==> src/rtl/muldiv_sequencer.sv <==
// Iterative unsigned MULTU/DIVU sequencer owning the HI/LO pair.
// One shift-add or restoring-subtract step per cycle; stalls colliding reads/starts.
module muldiv_sequencer #(
  parameter int WIDTH = 32
) (
  input  logic             clk,
  input  logic             rst,
  input  logic             start,
  input  logic             op,
  input  logic [WIDTH-1:0] a,
  input  logic [WIDTH-1:0] b,
  input  logic             rd_hi,
  input  logic             rd_lo,
  output logic             stall,
  output logic             busy,
  output logic [WIDTH-1:0] hilo_out,
  output logic [WIDTH-1:0] hi,
  output logic [WIDTH-1:0] lo,
  output logic             div_by_zero
);

  localparam int CW = $clog2(WIDTH + 1);
  localparam logic [0:0] IDLE = 1'b0;
  localparam logic [0:0] RUN  = 1'b1;
  localparam logic [CW-1:0] COUNT_INIT = CW'(WIDTH);
  localparam logic [CW-1:0] COUNT_LAST = CW'(1);

  logic [0:0]       state;
  logic             isDiv;
  logic [CW-1:0]    count;
  logic [WIDTH:0]   acc;
  logic [WIDTH-1:0] loW;
  logic [WIDTH-1:0] opnd;

  logic [WIDTH:0]   mulSum;
  logic [WIDTH:0]   mulAcc;
  logic [WIDTH-1:0] mulLo;
  logic [WIDTH:0]   divShift;
  logic             divFits;
  logic [WIDTH:0]   divRem;
  logic [WIDTH-1:0] divQuot;
  logic [WIDTH:0]   nextAcc;
  logic [WIDTH-1:0] nextLo;

  assign busy     = (state == RUN);
  assign stall    = busy & (start | rd_hi | rd_lo);
  assign hilo_out = rd_hi ? hi : lo;

  // acc/loW hold either {hi-half, multiplier} or {rem, quot}
  always_comb begin
    mulSum   = acc + {1'b0, (loW[0] ? opnd : '0)};
    mulAcc   = {1'b0, mulSum[WIDTH:1]};
    mulLo    = {mulSum[0], loW[WIDTH-1:1]};
    divShift = {acc[WIDTH-1:0], loW[WIDTH-1]};
    divFits  = (divShift >= {1'b0, opnd});
    divRem   = divFits ? (divShift - {1'b0, opnd}) : divShift;
    divQuot  = {loW[WIDTH-2:0], divFits};
    nextAcc  = isDiv ? divRem : mulAcc;
    nextLo   = isDiv ? divQuot : mulLo;
  end

  always_ff @(posedge clk) begin
    if (rst) begin
      state       <= IDLE;
      isDiv       <= 1'b0;
      count       <= '0;
      acc         <= '0;
      loW         <= '0;
      opnd        <= '0;
      hi          <= '0;
      lo          <= '0;
      div_by_zero <= 1'b0;
    end else begin
      case (state)
        IDLE: begin
          if (start) begin
            div_by_zero <= 1'b0;
            if (op && (b == '0)) begin
              hi          <= a;
              lo          <= '1;
              div_by_zero <= 1'b1;
            end else begin
              state <= RUN;
              count <= COUNT_INIT;
              isDiv <= op;
              opnd  <= op ? b : a;
              loW   <= op ? a : b;
              acc   <= '0;
            end
          end
        end
        RUN: begin
          acc   <= nextAcc;
          loW   <= nextLo;
          count <= count - COUNT_LAST;
          if (count == COUNT_LAST) begin
            hi    <= nextAcc[WIDTH-1:0];
            lo    <= nextLo;
            state <= IDLE;
          end
        end
        default: state <= IDLE;
      endcase
    end
  end

endmodule

==> config.mk <==
export PLATFORM = sky130hd
export DESIGN_NAME = muldiv_sequencer
export DESIGN_NICKNAME = d
export VERILOG_FILES = /design/src/rtl/muldiv_sequencer.sv
export SDC_FILE = /design/constraint.sdc
export NUM_CORES = 1
export LEC_CHECK = 0
export BUFFER_PORTS_ARGS = -buffer_cell sky130_fd_sc_hd__buf_2
export CELL_PAD_IN_SITES_DETAIL_PLACEMENT = 0
export CELL_PAD_IN_SITES_GLOBAL_PLACEMENT = 2
export CORE_MARGIN = 2
export CORE_UTILIZATION = 31
export DETAILED_ROUTE_END_ITERATION = 7
export GPL_TIMING_DRIVEN = 0
export PLACE_DENSITY = 0.77
export SLEW_MARGIN = 20
export SYNTH_ARGS = -nofsm -noshare
export SYNTH_HDL_FRONTEND = slang
export SYNTH_SLANG_ARGS = --single-unit
==> constraint.sdc <==
create_clock -name clk -period 3 [get_ports clk]
set_clock_uncertainty 0.05 [all_clocks]
set_input_delay 0.6 -clock clk [delete_from_list [all_inputs] [get_ports clk]]
set_output_delay 0.6 -clock clk [all_outputs]
set_load 0.005 [all_outputs]
* Word-level counts from Yosys, hierarchy flattened *
Index checks and enable logic that the tools add are counted.

storage, ports and cells
  word-level logic and storage cells = 58
  bits in latches = 0
  bits in registers = 170
  memories = 0
  bits in read-only memories = 0
  bits in writable memories = 0

cells by class
  equality and inequality tests = 5
  bitwise logic cells = 5
  div/mod/pow operators = 0
  muxes and demuxes = 29
  order comparisons = 1
  shift operators = 0
  multiply operators = 0
  reduce and logical (&&, ||, !) cells = 6
  add/subtract/negate cells = 3

operator list
  operator             count
  $mux 32              13
  $pmux 32 s2          3
  $mux 33              4
  $pmux 33 s2          1
  $add 33x32->33       1
  $ge 33x32->1         1
  $sub 33x32->33       1
  $logic_not 32->1     1
  $mux 6               2
  $pmux 6 s2           1
  $eq 6x1->1 const B   1
  $ne 2x2->1 const B   3
  $reduce_and 3->1     2
  $sub 6x1->6 const B  1
  $mux 1               4
  $reduce_and 2->1     2
  $ne 2x1->1 const B   1
  $not 1->1            2
  $or 1x1->1           2
  $pmux 1 s2           1
  $and 1x1->1          1
  $logic_and 1x1->1    1

* Logic depth before layout (Yosys ltp) *
  depth after elaboration = 5
  gate-level depth with buffers = 14
  depth with buffers taken out = 14

* Worst setup path before layout *
No wires, ideal clock.

  path kind = register to register
  start point = reg loW[0]
  end point = reg hi[30]
  data arrival time = 2.957 ns
  slack = -0.141 ns
  path buffers = 2
  stages on the path, launching flop included = 15
  required time = 2.816 ns
  library setup time = 0.134 ns
  cell sequence = dfxtp_1 clkbuf_1 and2_1 ha_1 clkbuf_1 and3_1 a211o_1 a211oi_1 o211ai_1 a221oi_2 nor2_1 a211o_1 xor2_1 a22oi_1 a211oi_1

on the way
  word-level cells in the longest chain between the ends = 5

RTL lines
  what                    RTL line  source
  from (decl)             32        logic [WIDTH-1:0] loW;
  from (signal assigned)  87        loW <= op ? a : b;
  from (signal assigned)  94        loW <= nextLo;
  $mux 32                 51        mulSum = acc + {1'b0, (loW[0] ? opnd : '0)};
  $add 33x32->33          51
  $mux 33                 58        nextAcc = isDiv ? divRem : mulAcc;
  $mux 32                 96        if (count == COUNT_LAST) begin
  $pmux 32 s2             74        case (state)
  to (signal assigned)    97        hi <= nextAcc[WIDTH-1:0];
  to (decl)               17        output logic [WIDTH-1:0] hi,

No other way between the ends. The select of a mux whose other input is x is not followed.
A chain may end at the register's enable or synchronous reset.

* Worst setup path after layout *
  start point = reg loW[0]
  end point = reg acc[30]

on the way
  word-level cells in the longest chain between the ends = 4

RTL lines
  what                  RTL line  source
  $mux 32               51
  $add 33x32->33        51
  $mux 33               58
  $pmux 33 s2           74
  to (signal assigned)  93        acc <= nextAcc;
  to (decl)             31        logic [WIDTH:0] acc;

No other way between the ends.

==> impl_metrics.tcl <==
set metrics [dict create \
    coreArea_sq_mm 0.0388 \
    regArea_sq_mm 0.00349 \
    dieWidth_um 203 \
    dp_slack_ps -1340 \
    area_delta_synth_final_pct 39.0 \
    worst_pin_slew_ps 1090 \
    syn_inst 1558 \
    diodes 0 \
    cp_max_fo 7 \
    grtUsageTotal_pct 25.7 \
    cts.path.max_buffers 2 \
    layout_commonest_cell "nor2_1" \
    yosys-top-cells-area "dfxtp_1 (28%), a211oi_1 (8.5%), nor2_1 (7.4%)" \
    relSlewSlack_pct 27.6 \
    slew_violations 0 \
    setup_viol 64 \
    port_buffers 167 \
    cts_num_sinks 170 \
    htree_levels 4 \
    ant_nets 0 \
    ir_drop_mv 0.359 \
    die_y_um 203 \
    start_util_pct 31.5 \
    min_period_ps 3280 \
    wire_per_inst_um 23.1 \
    rsz0062_at_grt "true" \
    synth_cell_types 78 \
    setup_ws_ps -281 \
    final.period_utilization_pct 109 \
    grt_pass1_vias 12900 \
    layout_common_cells "nor2_1 (229), buf_2 (172), dfxtp_1 (122)" \
    ys.warnings.count 0 \
    num_io_pins 169 \
    dr.first_iter.drc_count 807 \
    antenna_found_initial 2 \
    syn-num-nets 1696 \
    violations "setup timing" \
    fill_cells 3927 \
    final_core_util_pct 43.9 \
    grt_start_max_net_pins 18 \
    cts_tree "done" \
    ys.flop_type "dfxtp_1" \
    path_clk_slew_ps 80 \
    synth-seq-cells 170 \
    r2r_cells 14 \
    route.detailed.drc 0 \
    hold_viol 0 \
    row_count 72 \
    synth.top_cell.area_share_pct 27.8 \
    powerDensity_mw_per_mm2 424 \
    hold_path_depth 2 \
    status "finished, violations left" \
    drt_first_pass_iters 5 \
    fin_tns_setup_ps -8420 \
    fmax_mhz 305 \
    yosys.area.top_type "dfxtp_1" \
    required_ps 3240 \
    grt_first_pass_wirelength_um 80500 \
    synth_area_per_cell_sq_um 7.86 \
    synth-edff-count 0 \
    cts_buffers 17 \
    multi_input_area_sq_mm 0.00992 \
    cap_violations 0 \
    hpwlAfterDp_um 41200 \
    hold_path_class "flop to flop" \
    gr-total-overflow 0 \
    clk_latency_ps 450 \
    crit_path_end_kind "flop" \
    drt_wl_total_um 54300 \
    async_reset_ff_share_pct 0 \
    synth_area_sq_mm 0.0122 \
    ys_seq_area_share_pct 27.8 \
    dieArea_sq_mm 0.0411 \
    final_layout_size_suffix_gt1_share_pct 38.1 \
    arrival_ps 3520 \
    critPathKind "flop to flop" \
    clockRootBuffer "clkbuf_16" \
    critPathLaunchType "flop" \
    power_leakage_nw 6.99 \
    viasPerCell 5.51 \
    place.gp.congestion 0.934 \
    fin_nets 1959 \
    vias 13000 \
]
-- critical path: stages (launching register included) --
cell,delay (ps)
dfxtp_4,390
buf_8,140
and2_4,160
ha_4,260
and3_4,150
a211o_1,300
a211oi_2,180
o211ai_1,110
buf_4,180
a221oi_4,320
nor2_1,80
a211o_1,250
xor2_1,150
a22oi_2,280
a21oi_1,120
-- per-layer routing --
layer / GRT usage (%) / vias to the layer above / share of wire (%)
met1: 34.7 / 6295 / 45
met3: 2.41 / 85 / 4.3
met2: 43.7 / 367 / 47
met4: 7.14 / 4 / 2.8
li1: - / 6202 / -
met5: 0 / - / 0.044
-- power by group --
part	switching [mW]	internal, mW	total [mW]
combinational	1.35	0.982	2.33
clock	1.11	1.26	2.37
sequential	0.142	2.38	2.52
total	2.60	4.62	7.22
-- layout make-up --
| cell class | count | share of cell area (%) |
|---|---|---|
| buffer | 96 | 2.99 |
| clock buffer | 17 | 2.50 |
| clock inverter | 15 | 1.04 |
| inverter | 54 | 1.22 |
| multi-input combinational | 1223 | 58.2 |
| sequential | 170 | 20.5 |
| tap | 518 | 3.81 |
| timing repair buffer | 259 | 9.70 |
-- registers in the layout, summed over array words and instances (netlist names) --
register,flops
opnd,32
lo,32
isDiv,1
busy,1
hi,32
count,6
div_by_zero,1
acc,33
loW,32
-- per-stage QoR --
| stage | cells | hold slack, ps | total power, mW | cell area (sq um) |
|---|---|---|---|---|
| floorplan | 1558 | 407 | 3.63 | 12300 |
| global placement | 2243 | 430 | 4.24 | 13800 |
| detailed placement | 2243 | 433 | 4.24 | 13800 |
| CTS | 2329 | 443 | 7.04 | 16300 |
| global route | 2352 | 456 | 7.50 | 17000 |
| finish | 2352 | 446 | 7.22 | 17000 |
-- timing repair --
action                     4_1_cts  5_1_grt
hold buffers                     0        0
setup endpoints to repair      167      127
gates cloned                     3        1
pin swaps                      100      106
gates resized for setup        328      155
buffers inserted                62       31
-- cells in the mapped netlist, drive strengths merged, types with 21 or more instances --
master,instances
xnor2,26
ha,66
dfxtp,170
a21oi,151
inv,52
nor2,241
o211ai,28
a211oi,141
a21o,31
clkbuf,90
nand2,96
mux2,64
o21ai,49
and2,37
xor2,26
mux2i,76
buf,21
-- kinds of logic (layout without fill, tap and decap cells) --
| logic type | after synthesis | count (layout) | share of synthesized area, % |
|---|---|---|---|
| adder cells (fa/ha/maj) | 68 | 68 | 7.07 |
| AO/OA/AOI/OAI | 487 | 487 | 26.8 |
| buffers and inverters | 165 | 441 | 5.24 |
| AND/OR/NAND/NOR | 476 | 476 | 17.3 |
| XOR/XNOR | 52 | 52 | 3.72 |
| multiplexers | 140 | 140 | 12.1 |
| flip-flops | 170 | 170 | 27.8 |
-- worst paths after layout --
check                 from  slack (ps)  endpoint
setup / recovery    loW[0]        -280   acc[30]
hold / removal    count[3]         450  count[3]
setup reg to reg    loW[0]        -280   acc[30]
hold reg to reg   count[3]         450  count[3]
No activity file was read; power rests on OpenSTA's default activity.
